## src/rtl/result_ram_writer_pkg.sv

```systemverilog
// Shared constants, FSM encoding and record layout for the result RAM writer.
// The operand ROM reader uses the same ADDR_W/DATA_W so both sides address the same byte space.
package result_ram_writer_pkg;

  localparam int DATA_W       = 8;
  localparam int ADDR_W       = 9;
  localparam int RES_W        = 16;
  localparam int CNT_W        = 8;
  localparam int RECORD_BYTES = 4;
  localparam int LANE_W       = $clog2(RECORD_BYTES);

  // Byte lanes in write order: the record is little-endian, value first.
  localparam logic [LANE_W-1:0] LANE_VAL_LO  = 2'd0;
  localparam logic [LANE_W-1:0] LANE_VAL_HI  = 2'd1;
  localparam logic [LANE_W-1:0] LANE_REST_LO = 2'd2;
  localparam logic [LANE_W-1:0] LANE_REST_HI = 2'd3;

  typedef enum logic [2:0] {
    ST_IDLE = 3'd0,
    ST_WB0  = 3'd1,
    ST_WB1  = 3'd2,
    ST_WB2  = 3'd3,
    ST_WB3  = 3'd4,
    ST_FULL = 3'd5
  } state_t;

  typedef struct packed {
    logic [RES_W-1:0] rest;
    logic [RES_W-1:0] value;
  } rec_t;

  function automatic logic is_write(state_t s);
    return (s == ST_WB0) || (s == ST_WB1) || (s == ST_WB2) || (s == ST_WB3);
  endfunction

  function automatic logic [LANE_W-1:0] state_lane(state_t s);
    case (s)
      ST_WB1:  return LANE_VAL_HI;
      ST_WB2:  return LANE_REST_LO;
      ST_WB3:  return LANE_REST_HI;
      default: return LANE_VAL_LO;
    endcase
  endfunction

endpackage

```

## src/rtl/result_ram_writer_wr_byte_mux.sv

```systemverilog
// Picks one byte of the captured result record by byte lane.
// Purely combinational, zero latency, no backpressure.
module result_ram_writer_wr_byte_mux
  import result_ram_writer_pkg::*;
(
  input  rec_t              rec,
  input  logic [LANE_W-1:0] lane,
  output logic [DATA_W-1:0] lane_byte
);

  always_comb begin
    lane_byte = rec.value[DATA_W-1:0];
    case (lane)
      LANE_VAL_LO:  lane_byte = rec.value[DATA_W-1:0];
      LANE_VAL_HI:  lane_byte = rec.value[2*DATA_W-1:DATA_W];
      LANE_REST_LO: lane_byte = rec.rest[DATA_W-1:0];
      LANE_REST_HI: lane_byte = rec.rest[2*DATA_W-1:DATA_W];
      default:      lane_byte = rec.value[DATA_W-1:0];
    endcase
  end

endmodule

```

## src/rtl/result_ram_writer.sv

```systemverilog
// Stores each accepted result/remainder pair as a 4-byte little-endian record at sequential RAM addresses.
// Writes occupy the 4 cycles after the transfer; res_ready drops while writing and stays low once the RAM is full.
module result_ram_writer
  import result_ram_writer_pkg::*;
(
  input  logic              clk,
  input  logic              reset,
  input  logic              clear,
  input  logic              res_valid,
  output logic              res_ready,
  input  logic [RES_W-1:0]  res_value,
  input  logic [RES_W-1:0]  res_rest,
  output logic              wr_en,
  output logic [ADDR_W-1:0] wr_addr,
  output logic [DATA_W-1:0] wr_data,
  output logic [CNT_W-1:0]  rec_count,
  output logic              full,
  output logic              busy
);

  state_t            state, state_nxt;
  rec_t              cap;
  logic [ADDR_W-1:0] ptr;
  logic [ADDR_W-1:0] addr_hold;
  logic [DATA_W-1:0] data_hold;
  logic [DATA_W-1:0] lane_byte;
  logic              in_wr;
  logic              ptr_last;
  logic              xfer;

  assign in_wr    = is_write(state);
  assign ptr_last = (ptr == {ADDR_W{1'b1}});
  assign xfer     = res_valid && res_ready;

  result_ram_writer_wr_byte_mux u_mux (
    .rec       (cap),
    .lane      (state_lane(state)),
    .lane_byte (lane_byte)
  );

  always_ff @(posedge clk or posedge reset) begin
    if (reset) begin
      state <= ST_IDLE;
    end else begin
      state <= state_nxt;
    end
  end

  always_comb begin
    state_nxt = state;
    if (clear) begin
      state_nxt = ST_IDLE;
    end else begin
      case (state)
        ST_IDLE: if (res_valid) state_nxt = ST_WB0;
        ST_WB0:  state_nxt = ST_WB1;
        ST_WB1:  state_nxt = ST_WB2;
        ST_WB2:  state_nxt = ST_WB3;
        // Last byte of the final slot wraps the pointer: stop rather than overwrite record 0.
        ST_WB3:  state_nxt = ptr_last ? ST_FULL : ST_IDLE;
        ST_FULL: state_nxt = ST_FULL;
        default: state_nxt = ST_IDLE;
      endcase
    end
  end

  always_comb begin
    res_ready = (state == ST_IDLE) && !clear;
    wr_en     = in_wr && !clear;
    busy      = in_wr;
    full      = (state == ST_FULL);
    wr_addr   = wr_en ? ptr       : addr_hold;
    wr_data   = wr_en ? lane_byte : data_hold;
  end

  always_ff @(posedge clk or posedge reset) begin
    if (reset) begin
      ptr       <= '0;
      rec_count <= '0;
      cap       <= '0;
      addr_hold <= '0;
      data_hold <= '0;
    end else begin
      if (clear) begin
        ptr       <= '0;
        rec_count <= '0;
      end else if (in_wr) begin
        ptr <= ptr + ADDR_W'(1);
        if (state == ST_WB3) rec_count <= rec_count + CNT_W'(1);
      end
      if (xfer) begin
        cap.value <= res_value;
        cap.rest  <= res_rest;
      end
      // Idle outputs replay the last byte actually written.
      if (wr_en) begin
        addr_hold <= ptr;
        data_hold <= lane_byte;
      end
    end
  end

endmodule

```

## config.mk

```make
export PLATFORM = sky130hd
export DESIGN_NAME = result_ram_writer
export DESIGN_NICKNAME = d
export VERILOG_FILES = /design/src/rtl/result_ram_writer_pkg.sv /design/src/rtl/result_ram_writer_wr_byte_mux.sv /design/src/rtl/result_ram_writer.sv
export SDC_FILE = /design/constraint.sdc
export NUM_CORES = 1
export LEC_CHECK = 0
export CORE_UTILIZATION = 51
export DETAILED_ROUTE_END_ITERATION = 10
export PLACE_DENSITY = 0.8
export SETUP_SLACK_MARGIN = 0.05
export SLEW_MARGIN = 20
export SYNTH_ARGS = -nofsm -noshare
export SYNTH_HDL_FRONTEND = slang
export SYNTH_HIERARCHICAL = 1
export SYNTH_SLANG_ARGS = --single-unit
```

## constraint.sdc

```tcl
create_clock -name clk -period 3.38 [get_ports clk]
set_input_delay 0.845 -clock clk [delete_from_list [all_inputs] [get_ports clk]]
set_output_delay 0.845 -clock clk [all_outputs]
set_load 0.03 [all_outputs]
```

=== Yosys cells after proc, flatten, opt, wreduce, memory -nomap -nowiden ===
Cells that the tools add are included.
Widths: inputs -> output; s select.

* Flip-flop bits (word level): 69
* Bits of input ports: 36

* Add/sub/neg operators: 2
* Equal/unequal tests: 10
* Muxes and demuxes: 13
* Reduce and logical (&&, ||, !) cells: 12

{| class="wikitable"
|+ Operators by type and width
! operator !! number
|-
| $mux 8 || 4
|-
| $pmux 8 s4 || 1
|-
| $mux 9 || 3
|-
| $pmux 3 s6 || 1
|-
| $add 9x1->9 const B || 1
|-
| $eq 9x9->1 const B || 1
|-
| $mux 3 || 3
|-
| $add 8x1->8 const B || 1
|-
| $eq 3x2->1 const B || 2
|-
| $eq 3x3->1 const B || 2
|-
| $pmux 2 s3 || 1
|-
| $eq 2x2->1 const B || 2
|-
| $reduce_bool 2->1 || 2
|-
| $eq 3x1->1 const B || 1
|-
| $logic_and 1x1->1 || 3
|-
| $logic_not 3->1 || 1
|-
| $logic_or 1x1->1 || 3
|-
| $ne 3x3->1 const B || 1
|-
| $eq 2x1->1 const B || 1
|-
| $logic_not 2->1 || 1
|-
| $reduce_and 2->1 || 1
|-
| $logic_not 1->1 || 1
|}

=== Depth between registers and ports, before layout ===
Gate-level depths: netlist (run 1).

* Depth in word-level cells: 6
* Depth in mapped cells: 7

=== Hierarchy ===
Netlist (run 1), hierarchy kept.

{| class="wikitable"
|+ By module, submodules not included
! module !! instances !! cells each !! area an instance (um^2)
|-
| result_ram_writer || 1 || 224 || 2952.8
|-
| result_ram_writer_wr_byte_mux || 1 || 10 || 196.4
|}

=== Worst setup path after synthesis (run 1) ===
No wires, ideal clock.

* Path kind: input port to output port
* Start point: in clear
* End point: out wr_addr[0]
* Arrival time: 2.080 ns
* Required time: 2.535 ns
* Slack: 0.455 ns
* Cell stages on the path: 4
* Cells stage by stage: buf_2 > nor3_4 > buf_4 > mux2_2

* Longest elaborated chain between the ends: 3

{| class="wikitable"
|+ RTL lines
! element !! RTL line !! text
|-
| start: declaration || result_ram_writer.sv:8 || <nowiki>input logic clear,</nowiki>
|-
| $logic_not 1->1 || result_ram_writer.sv:69 || <nowiki>wr_en = in_wr && !clear;</nowiki>
|-
| $logic_and 1x1->1 || result_ram_writer.sv:69 ||
|-
| via wr_en || result_ram_writer.sv:13 || <nowiki>output logic wr_en,</nowiki>
|-
| $mux 9 || -- ||
|-
| end: declaration || result_ram_writer.sv:14 || <nowiki>output logic [ADDR_W-1:0] wr_addr,</nowiki>
|}

The timed path passes the listed nets, and every way through them passes these cells.

=== Final worst setup path (run 1) ===
* Start point: in clear
* End point: out wr_addr[3]

* Longest elaborated chain between the ends: 3

{| class="wikitable"
|+ RTL lines
! element !! RTL line
|-
| $logic_not 1->1 || result_ram_writer.sv:69
|-
| $logic_and 1x1->1 || result_ram_writer.sv:69
|-
| $mux 9 || --
|}

No other way between the ends.

==> results of run 1 <==
## power by group
| part | internal, mW | switching, mW | total, mW |
|---|---|---|---|
| clock | 0.487 | 0.310 | 0.797 |
| combinational | 0.320 | 0.320 | 0.640 |
| sequential | 0.997 | 0.0754 | 1.07 |
| total | 1.80 | 0.706 | 2.51 |
## how the worst max path moves through the flow
| stage | endpoint | slack [ns] | depth (start not counted) |
|---|---|---|---|
| floorplan | wr_addr[0] | 0.46 | 4 |
| global placement | wr_addr[8] | -0.16 | 5 |
| detailed placement | wr_addr[2] | -0.20 | 5 |
| CTS | wr_data[4] | 0.04 | 6 |
| global route | wr_addr[3] | 0.05 | 5 |
| finish | wr_addr[3] | 0.10 | 5 |
## timing repair
item	in CTS	in global routing
gates resized for setup	18	32
endpoints found under the hold margin	0	0
setup endpoints to repair	16	16
pin swaps	1	0
## synth_stat cells
| library cell | count |
|---|---|
| clkbuf_2 | 1 |
| buf_6 | 3 |
| nor4_1 | 5 |
| or3_1 | 4 |
| nand3b_1 | 1 |
| buf_1 | 4 |
| ha_1 | 3 |
| clkbuf_1 | 3 |
| inv_1 | 4 |
| nand4_1 | 2 |
| a21oi_1 | 11 |
| mux4_2 | 8 |
| buf_4 | 2 |
| o21ai_0 | 6 |
| nand4bb_1 | 1 |
| or4_1 | 4 |
| mux2i_1 | 1 |
| nand2_1 | 6 |
| o21a_1 | 1 |
| nand3_1 | 5 |
| nor2_1 | 12 |
| o31ai_1 | 4 |
| xnor2_1 | 3 |
| nor3_1 | 1 |
| or3b_2 | 2 |
| mux2_2 | 54 |
| dfrtp_1 | 69 |
| xor2_1 | 1 |
| nor2b_1 | 6 |
| nor3_2 | 1 |
| buf_2 | 2 |
| nor4_2 | 1 |
| and2_1 | 1 |
| nor3_4 | 1 |
| or3b_1 | 1 |
## registers in the layout, summed over array words and instances (netlist names)
signal / count
cap: 32
addr_hold: 9
ptr: 9
data_hold: 8
rec_count: 8
state: 3
## logic make-up after synthesis
| family | after synthesis |
|---|---|
| flip-flops | 69 |
| multiplexers | 63 |
| AND/OR/NAND/NOR | 54 |
| AO/OA/AOI/OAI | 22 |
| buffers and inverters | 19 |
| XOR/XNOR | 4 |
| adder cells (fa/ha/maj) | 3 |
## per-layer routing
metal | global-route usage | wire length (um) | up-vias
li1 | - | - | 998
met1 | 0.250 | 2550 | 1071
met2 | 0.347 | 3000 | 64
met3 | 0.0659 | 318 | 11
met4 | 0.0839 | 90 | 0
met5 | 0 | 0 | -
## through the flow
| stage | setup TNS, ns | hold WS, ns |
|---|---|---|
| after detailed placement | -2.71 | 0.485 |
| after global placement | -2.41 | 0.483 |
| final | 0 | 0.500 |
| after CTS | 0 | 0.501 |
| after global routing | 0 | 0.516 |
| after floorplan | 0 | 0.474 |
## worst max-delay path, delay by kind of cell
kind                   cells  cell delay [ns]
and+or+nand+nor            1             0.23
muxes                      1             0.36
buffers and inverters      3             1.00
## final cells by class
class / instances / area (um^2) / area share
clock buffers: 9 / 124 / 0.0303
clock inverters: 7 / 114 / 0.0279
inverters: 4 / 15.0 / 0.00367
multi-input cells: 146 / 1320 / 0.323
flip-flops and latches: 69 / 1730 / 0.423
well taps: 75 / 93.8 / 0.0230
repair buffers: 79 / 692 / 0.169
==> flow_summary_export.csv, run 1 <==
group,metric,value,unit
worst_setup_path,r2r-end,"data_hold[4]$_DFF_PP0_",
cts,cts_sinks,69,
synthesis,synthCells,234,
sta,rsz0062_at_grt,"false",
cts,holdBufCountCts,0,
detailed_routing,drt_iter0_markers,86,
worst_setup_path,r2r_start,"state[2]$_DFFE_PP0P_",
worst_setup_path,path_cells,"clkdlybuf4s50_1, nor3_4, buf_6, mux2_2, clkdlybuf4s15_1",
grt,grt.total_usage,0.209,
placed_design,dp_worst_setup_slack,-0.202,ns
worst_setup_path,slowest_delay,0.47,ns
floorplan,core,5960,um^2
synthesis,yosys.area_share.xor_xnor,0.0111,
detailed_routing,drc,0,
placed_design,globalplace.congestion,0.733,
synthesis,synth.mux.area_fraction,0.253,
worst_setup_path,regToRegSetupSlack,1.51,ns
floorplan,num_rows,28,
cts,tritoncts,"yes",
worst_setup_path,slowest_stage,"clkdlybuf4s50_1",
worst_setup_path,r2r_cells,5,
cts,htree_levels,3,
worst_setup_path,worstSetupPathType,"in -> out",
pwr,powerDensity,614,nW/um^2
detailed_routing,vias_per_cell,5.51,
floorplan,die_h,80.6,um
cts,worstSkewPairLatency,0.34,ns
worst_hold_path,min_to,"addr_hold[6]$_DFF_PP0_",
synthesis,yosys.area_share.simple,0.103,
synthesis,yosysSeqAreaShare,0.548,
synthesis,synth_top_area_share,0.548,
sta,setup_violations,0,
placed_design,dp.cells,373,
sta,min_period_over_period,0.970,
cts,clk_pin_slew_worst_paths,0.07,ns
synthesis,netlist_top_cells_area,"dfrtp_1 55%, mux2_2 19%, mux4_2 5.7%, a21oi_1 1.7%, nor2_1 1.4%",
cells_and_area,layout_common_cells,"67 x dfrtp_1, 54 x mux2_2, 45 x clkdlybuf4s50_1, 16 x buf_4, 14 x clkbuf_2",
synthesis,synth_compound_area_frac,0.0389,
placed_design,portBuffers,64,
worst_setup_path,startpoint,"clear",
worst_hold_path,hp-start,"addr_hold[6]$_DFF_PP0_",
placed_design,hpwl,4.23,mm
sta,relSlewSlack,0.655,
cells_and_area,utilization,0.686,
pwr,ir_drop,442,uV
sta,setup_ws,0.102,ns
cells_and_area,diodes,0,
sta,fmax,305,MHz
cells_and_area,layout_commonest_cell,"dfrtp_1",
worst_setup_path,critPathArrivalTime,2.43,ns
sta,finalCriticalPeriod,3.28,ns
worst_setup_path,critPathLaunchType,"primary input",
detailed_routing,drt_pass1_iterations,4,
floorplan,io_pins,65,
synthesis,synth_cell_types,35,
sta,slew_viol_final,0,
detailed_routing,wl_per_cell,15.3,um
placed_design,postPlaceCellArea,3910,um^2
worst_hold_path,hold_class,"reg -> reg",
cts,cts_buffer_depth,2,
grt,antenna_found_initial,0,
synthesis,synth_top_cell_by_area,"dfrtp_1",
synthesis,synth-seq-cells,69,
detailed_routing,routed_wl,5.96,mm
synthesis,synth-adder-area-share,0.0119,
floorplan,start_util,0.529,
grt,grt_pass1_vias,2222,
grt,grt_max_degree,33,
grt,grt_pass1_wl,10.0,mm
worst_setup_path,worstPathRequired,2.53,ns
cells_and_area,final_cell_count_no_fill,389,
run_status,status,"finished, final reports clean",
grt,overflow,0,
pwr,power.total,2.51,mW
sta,finalHoldViolCount,0,
pwr,p_leak,1.77,nW
synthesis,synthesis.nets,273,
job,maxCapViolations,0,
detailed_routing,ant_nets,0,
detailed_routing,num_vias,2144,
synthesis,synth_top_family_by_area,"multiplexers",
cells_and_area,drive_gt1_frac,0.379,
floorplan,dieWidth,80.6,um
cells_and_area,fin_area,4090,um^2
sta,worst_slew_pin_slew,0.517,ns
worst_setup_path,worst-path-max-fanout,12,
worst_hold_path,min_delay_path_depth,1,
worst_setup_path,cp-end-kind,"output port",
cts,post_cts_buffers,0,
synthesis,yosysWarnings,6,
cells_and_area,final_nets,348,
cts,cts_buffers,9,
cts,cts_root_buf,"clkbuf_8",
synthesis,syn_area_per_cell,13.5,um^2
cells_and_area,num-fill-cells,464,
floorplan,dieArea,6490,um^2
sta,clock_skew,0.00952,ns
cells_and_area,area_delta_synth_final,29.8,%
synthesis,netlist_area,3150,um^2
Power figures use the tool's default switching activity.
==> run 2, diff against run 1 <==
- CAP_MARGIN: default -> 30
==> results of run 2 <==
Same layout as run 1: the final DEF is identical, and so are final timing and power.
